### src/rtl/cache_refill.sv
// cache_refill: single-outstanding miss engine between a direct-mapped cache and the memory bus.
// Define REFILL_PREFETCH_EN to also fetch the next sequential word after each refill.
module cache_refill #(
  parameter int TIMEOUT = 255,
  parameter int TO_W    = 8
) (
  input  logic        clk,
  input  logic        rst,
  input  logic        i_miss,
  input  logic [31:0] i_miss_addr,
  output logic        o_busy,
  output logic        o_fill_wen,
  output logic [31:0] o_fill_addr,
  output logic [31:0] o_fill_data,
  output logic        o_mem_req,
  output logic [31:0] o_mem_addr,
  input  logic        i_mem_gnt,
  input  logic        i_mem_rvalid,
  input  logic [31:0] i_mem_rdata,
  output logic        o_err
);

  localparam logic [3:0] IDLE    = 4'd0;
  localparam logic [3:0] REQ     = 4'd1;
  localparam logic [3:0] WAIT    = 4'd2;
  localparam logic [3:0] FILL    = 4'd3;
  localparam logic [3:0] HOLD    = 4'd4;
  localparam logic [3:0] ERR     = 4'd5;
`ifdef REFILL_PREFETCH_EN
  localparam logic [3:0] PF_REQ  = 4'd6;
  localparam logic [3:0] PF_WAIT = 4'd7;
  localparam logic [3:0] PF_FILL = 4'd8;
  localparam logic [3:0] PF_HOLD = 4'd9;
`endif

  localparam logic [TO_W-1:0] TO_LIM = TO_W'(TIMEOUT);
  localparam logic [TO_W-1:0] TO_MAX = '1;

  logic [3:0]      state;
  logic [3:0]      nxt;
  logic [31:0]     addr_q;
  logic [31:0]     data_q;
  logic [TO_W-1:0] timer;
  logic            in_req;
  logic            in_wait;
  logic            in_fill;
  logic            tmo;
  logic            unused_addr;

  assign unused_addr = ^i_miss_addr[1:0];

`ifdef REFILL_PREFETCH_EN
  logic last_word;

  // no prefetch past the top of the address space
  assign last_word = (addr_q == 32'hFFFF_FFFC);
  assign in_req    = (state == REQ)  || (state == PF_REQ);
  assign in_wait   = (state == WAIT) || (state == PF_WAIT);
  assign in_fill   = (state == FILL) || (state == PF_FILL);
`else
  assign in_req    = (state == REQ);
  assign in_wait   = (state == WAIT);
  assign in_fill   = (state == FILL);
`endif

  // >= also covers a grant landing exactly on the limit
  assign tmo = (timer >= TO_LIM);

  always_comb begin
    nxt = state;
    case (state)
      IDLE: begin
        if (i_miss) nxt = REQ;
      end
      REQ: begin
        if (i_mem_gnt)  nxt = WAIT;
        else if (tmo)   nxt = ERR;
      end
      WAIT: begin
        if (i_mem_rvalid) nxt = FILL;
        else if (tmo)     nxt = ERR;
      end
      FILL: nxt = HOLD;
`ifdef REFILL_PREFETCH_EN
      HOLD: nxt = last_word ? IDLE : PF_REQ;
      PF_REQ: begin
        if (i_mem_gnt)  nxt = PF_WAIT;
        else if (tmo)   nxt = ERR;
      end
      PF_WAIT: begin
        if (i_mem_rvalid) nxt = PF_FILL;
        else if (tmo)     nxt = ERR;
      end
      PF_FILL: nxt = PF_HOLD;
      PF_HOLD: nxt = IDLE;
`else
      HOLD: nxt = IDLE;
`endif
      ERR:     nxt = IDLE;
      default: nxt = IDLE;
    endcase
  end

  always_ff @(posedge clk or posedge rst) begin
    if (rst) begin
      state  <= IDLE;
      addr_q <= '0;
      data_q <= '0;
      timer  <= '0;
    end else begin
      state <= nxt;
      if (state == IDLE && i_miss) begin
        addr_q <= {i_miss_addr[31:2], 2'b00};
        timer  <= '0;
      end else if (in_req || in_wait) begin
        if (timer != TO_MAX) timer <= timer + 1'b1;
      end
`ifdef REFILL_PREFETCH_EN
      else if (state == HOLD && !last_word) begin
        addr_q <= addr_q + 32'd4;
        timer  <= '0;
      end
`endif
      if (in_wait && i_mem_rvalid) data_q <= i_mem_rdata;
    end
  end

  assign o_busy      = (state != IDLE);
  assign o_mem_req   = in_req;
  assign o_mem_addr  = in_req  ? addr_q : 32'd0;
  assign o_fill_wen  = in_fill;
  assign o_fill_addr = in_fill ? addr_q : 32'd0;
  assign o_fill_data = in_fill ? data_q : 32'd0;
  assign o_err       = (state == ERR);

endmodule
### config.mk
export PLATFORM = sky130hd
export DESIGN_NAME = cache_refill
export DESIGN_NICKNAME = d
export VERILOG_FILES = /design/src/rtl/cache_refill.sv
export SDC_FILE = /design/constraint.sdc
export NUM_CORES = 1
export LEC_CHECK = 0
export CAP_MARGIN = 5
export CORE_MARGIN = 2
export CORE_UTILIZATION = 43
export CTS_BUF_LIST = sky130_fd_sc_hd__clkbuf_8
export DETAILED_ROUTE_END_ITERATION = 10
export PLACE_DENSITY = 0.83
export REMOVE_ABC_BUFFERS = 1
export SLEW_MARGIN = 20
export SYNTH_ARGS = -nofsm -noshare
export SYNTH_HDL_FRONTEND = slang
export SYNTH_SLANG_ARGS = --single-unit
### constraint.sdc
create_clock -name clk -period 3.4 [get_ports clk]
set_clock_uncertainty 0.2 [all_clocks]
set_input_delay 0.51 -clock clk [delete_from_list [all_inputs] [get_ports clk]]
set_output_delay 0.51 -clock clk [all_outputs]
set_load 0.01 [all_outputs]
### Yosys cells after proc, flatten, opt, wreduce, memory -nomap -nowiden

Cells that the tools add are included.

| storage, ports and cells | value |
|---|---|
| register bits | 74 |
| input port bits | 69 |
| output and inout port bits | 100 |
| word-level logic and storage cells | 31 |

| cells by class | value |
|---|---|
| add/subtract/negate cells | 1 |
| $lt $le $gt $ge | 1 |
| equality and inequality tests | 6 |
| mux-type cells | 11 |
| reduce and logical (&&, ||, !) cells | 8 |

Operators with widths:

| operator | count |
|---|---|
| $mux W32 | 3 |
| $mux W8 | 3 |
| $mux W4 | 4 |
| $pmux W4 S4 | 1 |
| $add A8 B1 Y8 const B | 1 |
| $eq A4 B2 Y1 const B | 2 |
| $ge A8 B8 Y1 const B | 1 |
| $ne A8 B8 Y1 const B | 1 |
| $eq A4 B1 Y1 const B | 1 |
| $eq A4 B3 Y1 const B | 1 |
| $logic_not A4 Y1 | 1 |
| $reduce_bool A2 Y1 | 2 |
| $reduce_bool A4 Y1 | 1 |
| $logic_and A1 B1 Y1 | 2 |
| $ne A2 B2 Y1 const B | 1 |
| $reduce_and A2 Y1 | 1 |
| $logic_or A1 B1 Y1 | 1 |

### Longest topological paths before layout

| depth | value |
|---|---|
| word-level depth | 4 |
| depth in mapped cells | 7 |
| mapped depth without buffers | 5 |

### Worst setup path before layout

No wires, ideal clock.

| timing path | value |
|---|---|
| kind | reg2out |
| from | register state[1] |
| to | output port o_mem_addr[22] |
| arrival | 1.453 ns |
| data required time | 2.690 ns |
| setup slack | 1.237 ns |
| cell stages (with the launch flop) | 6 |
| path buffers | 2 |
| path through | dfrtp_1 -> buf_6 -> nand2b_1 -> nor3_1 -> clkbuf_1 -> and2_1 |

| on the way | value |
|---|---|
| word-level cells in the longest chain between the ends | 2 |

Ends and longest elaborated chain:

| what | line | RTL |
|---|---|---|
| from (decl) | 39 | `logic [3:0] state;` |
| from (signal assigned) | 111 | `state <= nxt;` |
| $eq A4 B1 Y1 | 61 | `assign in_req = (state == REQ);` |
| net o_mem_req | 15 | `output logic o_mem_req,` |
| $mux W32 | 130 | `assign o_mem_addr = in_req ? addr_q : 32'd0;` |
| to (decl) | 16 | `output logic [31:0] o_mem_addr,` |

The timed path passes the listed nets, and every way through them passes these cells.

### Worst setup path in the final report

| timing path | value |
|---|---|
| from | register state[2] |
| to | output port o_fill_data[11] |

| on the way | value |
|---|---|
| word-level cells in the longest chain between the ends | 2 |

Ends and longest elaborated chain:

| what | line | RTL |
|---|---|---|
| $eq A4 B2 Y1 | 63 | `assign in_fill = (state == FILL);` |
| $mux W32 | 133 | `assign o_fill_data = in_fill ? data_q : 32'd0;` |
| to (decl) | 14 | `output logic [31:0] o_fill_data,` |

No other way between the ends.

==> flow_summary.toml <==
[die]
die_w_um = 96.30
fp.dieArea_um2 = 9274
die_h_um = 96.30
io_pins = 169
rows = 33
start_util_pct = 44.36
coreArea_um2 = 8258

[timing]
rsz0062_at_grt = "no"
fin_tns_setup_ps = 0
period_minus_slack_ps = 3165
slew_headroom_pct = 41.60
report.final.slew_viol_count = 0
final_hold_viol_count = 0
setup-violations-final = 0
fmax_ghz = 0.3159
tightest_slew_ps = 874.8
period_share_pct = 93.10

[worst_setup_path]
worstPathMaxFanout = 63
setup.worst_path.start = "state[2]"
path_buf_inv = 2
timing.critical_path.arrival_ps = 2460
critical_path_depth = 5
rr_worst_depth = 5
reg2reg_to = "addr_q[17]"
slowest_stage = "clkdlybuf4s50_1"
timing.rr.start = "state[1]"
endpoint = "o_fill_data[11]"
start_kind = "flip-flop"
regToRegSetupSlack_ps = 1170
crit_chain = "nor2_4 -> and3_2 -> buf_4 -> and2_1 -> clkdlybuf4s50_1"
slowest_delay_ps = 570
crit_type = "flip-flop to primary output"
crit_family = "buffers and inverters"
cp-end-kind = "primary output"
required_ps = 2690

[global_route]
grt_pass1_vias = 2857
grtUsageTotal_pct = 20.13
overflow = 0
grt_pass1_wl_um = 14010
antenna_found_initial = 0
grt_max_degree = 64

[route]
vias = 3039
wl_um = 9295
first_pass_iters = 4
vias_per_cell = 4.748
ant_nets = 0
drc = 0
drt-initial-drc-count = 96
wl_per_cell_um = 14.52

[clocking]
clock_sinks = 74
htreeDepth = 3
clk_path_buf_depth = 2
ctsResizeCount = 0
cts_buffers = 9
cts_hold_buffers = 0
cts_tree = "done"
path_clk_slew_ps = 80
clock_latency_ps = 340
postCtsSetupBuffers = 0
cts_root_buf = "clkbuf_8"

[placed_design]
port_buffers = 162
finalWeightedCongestion = 0.7479
hpwl_um = 6711

[logic_synthesis]
yosysUniqueCellTypes = 37
synth_top_area_share_pct = 50.55
synth.avg_cell_area_um2 = 9.822
post-synth-top-area-cell = "dfrtp_1"
synthFlopType = "dfrtp_1"
synthArstFlopShare_pct = 100.0
synth_area_leaders = "dfrtp_1, and2_1, nand2_1"
syn_area_um2 = 3664
synth_edf_count = 0
ys_seq_area_share_pct = 50.55
synth_seq_cells = 74
syn_inst = 373
ys_warn_count = 0

[final_layout]
area_growth_pct = 53.55
drive_gt1_share_pct = 10.65
diodes = 0
layout_common_cells = "clkdlybuf4s50_1, nand2_1, and2_1"
fillCellCount = 667
fin_nets = 600
fin_util_pct = 68.12
final_common_cell = "clkdlybuf4s50_1"

[pwr]
switching_share_pct = 24.50
power.internal_w = 0.001946
p_per_area_nw_per_um2 = 458.1
p_seq_share_pct = 47.4
p_switching_w = 0.0006313
combPwrFrac_pct = 17.9
ir_drop_mv = 0.4245
power_frac_clock_pct = 34.7
p_leak_nw = 2.538

[job]
drv_cap = 0

[outcome]
status = "complete, no violations"

[worst_hold_path]
hp-class = "flip-flop to flip-flop"
whs_path_depth = 1
[per-stage QoR]
step	total power, W	hold slack, ps	instances	worst slack (ps)	instance area, µm²
2_1_floorplan	0.001476	251.1	351	432.4	3542
3_3_place_gp	0.001663	265.9	624	648.3	5359
3_5_place_dp	0.001707	272.6	624	583.7	5359
4_1_cts	0.002610	290.7	640	203.0	5625
5_1_grt	0.002726	298.9	640	98.75	5625
6_report	0.002577	289.3	640	234.6	5625
[area by class of cell]
cell class | count | area, µm² | share of cell area [%]
Tap cell | 105 | 131.4 | 2.335
Clock inverter | 6 | 128.9 | 2.291
Multi-Input combinational cell | 272 | 1678 | 29.83
Clock buffer | 10 | 137.6 | 2.447
Sequential cell | 74 | 1852 | 32.92
Timing Repair Buffer | 168 | 1679 | 29.85
Inverter | 5 | 18.77 | 0.3336
[worst register-to-register path, cell delays in order, from the launching register on]
cell	delay (ps)
dfrtp_1	530
nor4_2	430
and2_1	470
buf_4	360
nand2_1	110
nand2_1	70
[power by group through the flow]
stage / clock network, W / registers, W / logic (W)
4_1_cts: 0.000917 / 0.00122 / 0.000471
2_1_floorplan: 0 / 0.00120 / 0.000280
6_report: 0.000895 / 0.00122 / 0.000462
5_1_grt: 0.000957 / 0.00125 / 0.000516
3_5_place_dp: 0 / 0.00124 / 0.000467
3_3_place_gp: 0 / 0.00122 / 0.000443
[flip-flops by register name, summed over array words and instances (netlist names)]
register,cells
addr_q,30
timer,8
data_q,32
state,4
[layer usage]
| metal | GRT usage [%] | part of all wire [%] | wire length, µm |
|---|---|---|---|
| met1 | 22.83 | 39 | 3608 |
| met2 | 36.46 | 54 | 5024 |
| met3 | 5.403 | 5.6 | 523 |
| met4 | 6.808 | 1.5 | 140 |
| met5 | 0 | 0 | 0 |
[worst min-delay path by stage]
| stage | startpoint | endpoint |
|---|---|---|
| after floorplan | addr_q[10] | addr_q[10] |
| after global placement | addr_q[26] | addr_q[26] |
| final | data_q[22] | data_q[22] |
| after CTS | data_q[22] | data_q[22] |
| after detailed placement | data_q[22] | data_q[22] |
| after global routing | data_q[22] | data_q[22] |
[cells by family (layout without fill, tap and decap cells)]
kind of cell / after synthesis / in the layout / synth area share [%]
AOI/OAI and AO/OA: 11 / 11 / 2.425
xor gates and xnor gates: 2 / 2 / 0.9906
adders and majority gates: 1 / 1 / 0.3415
buffers and inverters: 31 / 189 / 4.235
DFF: 74 / 74 / 50.55
muxes: 36 / 36 / 10.93
other: 1 / 5 / 0.1024
and+or+nand+nor: 217 / 217 / 30.43
[Yosys cell counts, drive strengths merged, types with 2 or more instances]
cell,count
nor4,2
nand3,4
nand4b,2
mux2i,4
and2,93
nand2,97
dfrtp,74
nor3,4
nor2,7
mux2,32
buf,14
a21oi,3
inv,5
nand2b,2
o21ai,3
clkbuf,12
No activity file was read; power rests on OpenSTA's default activity.
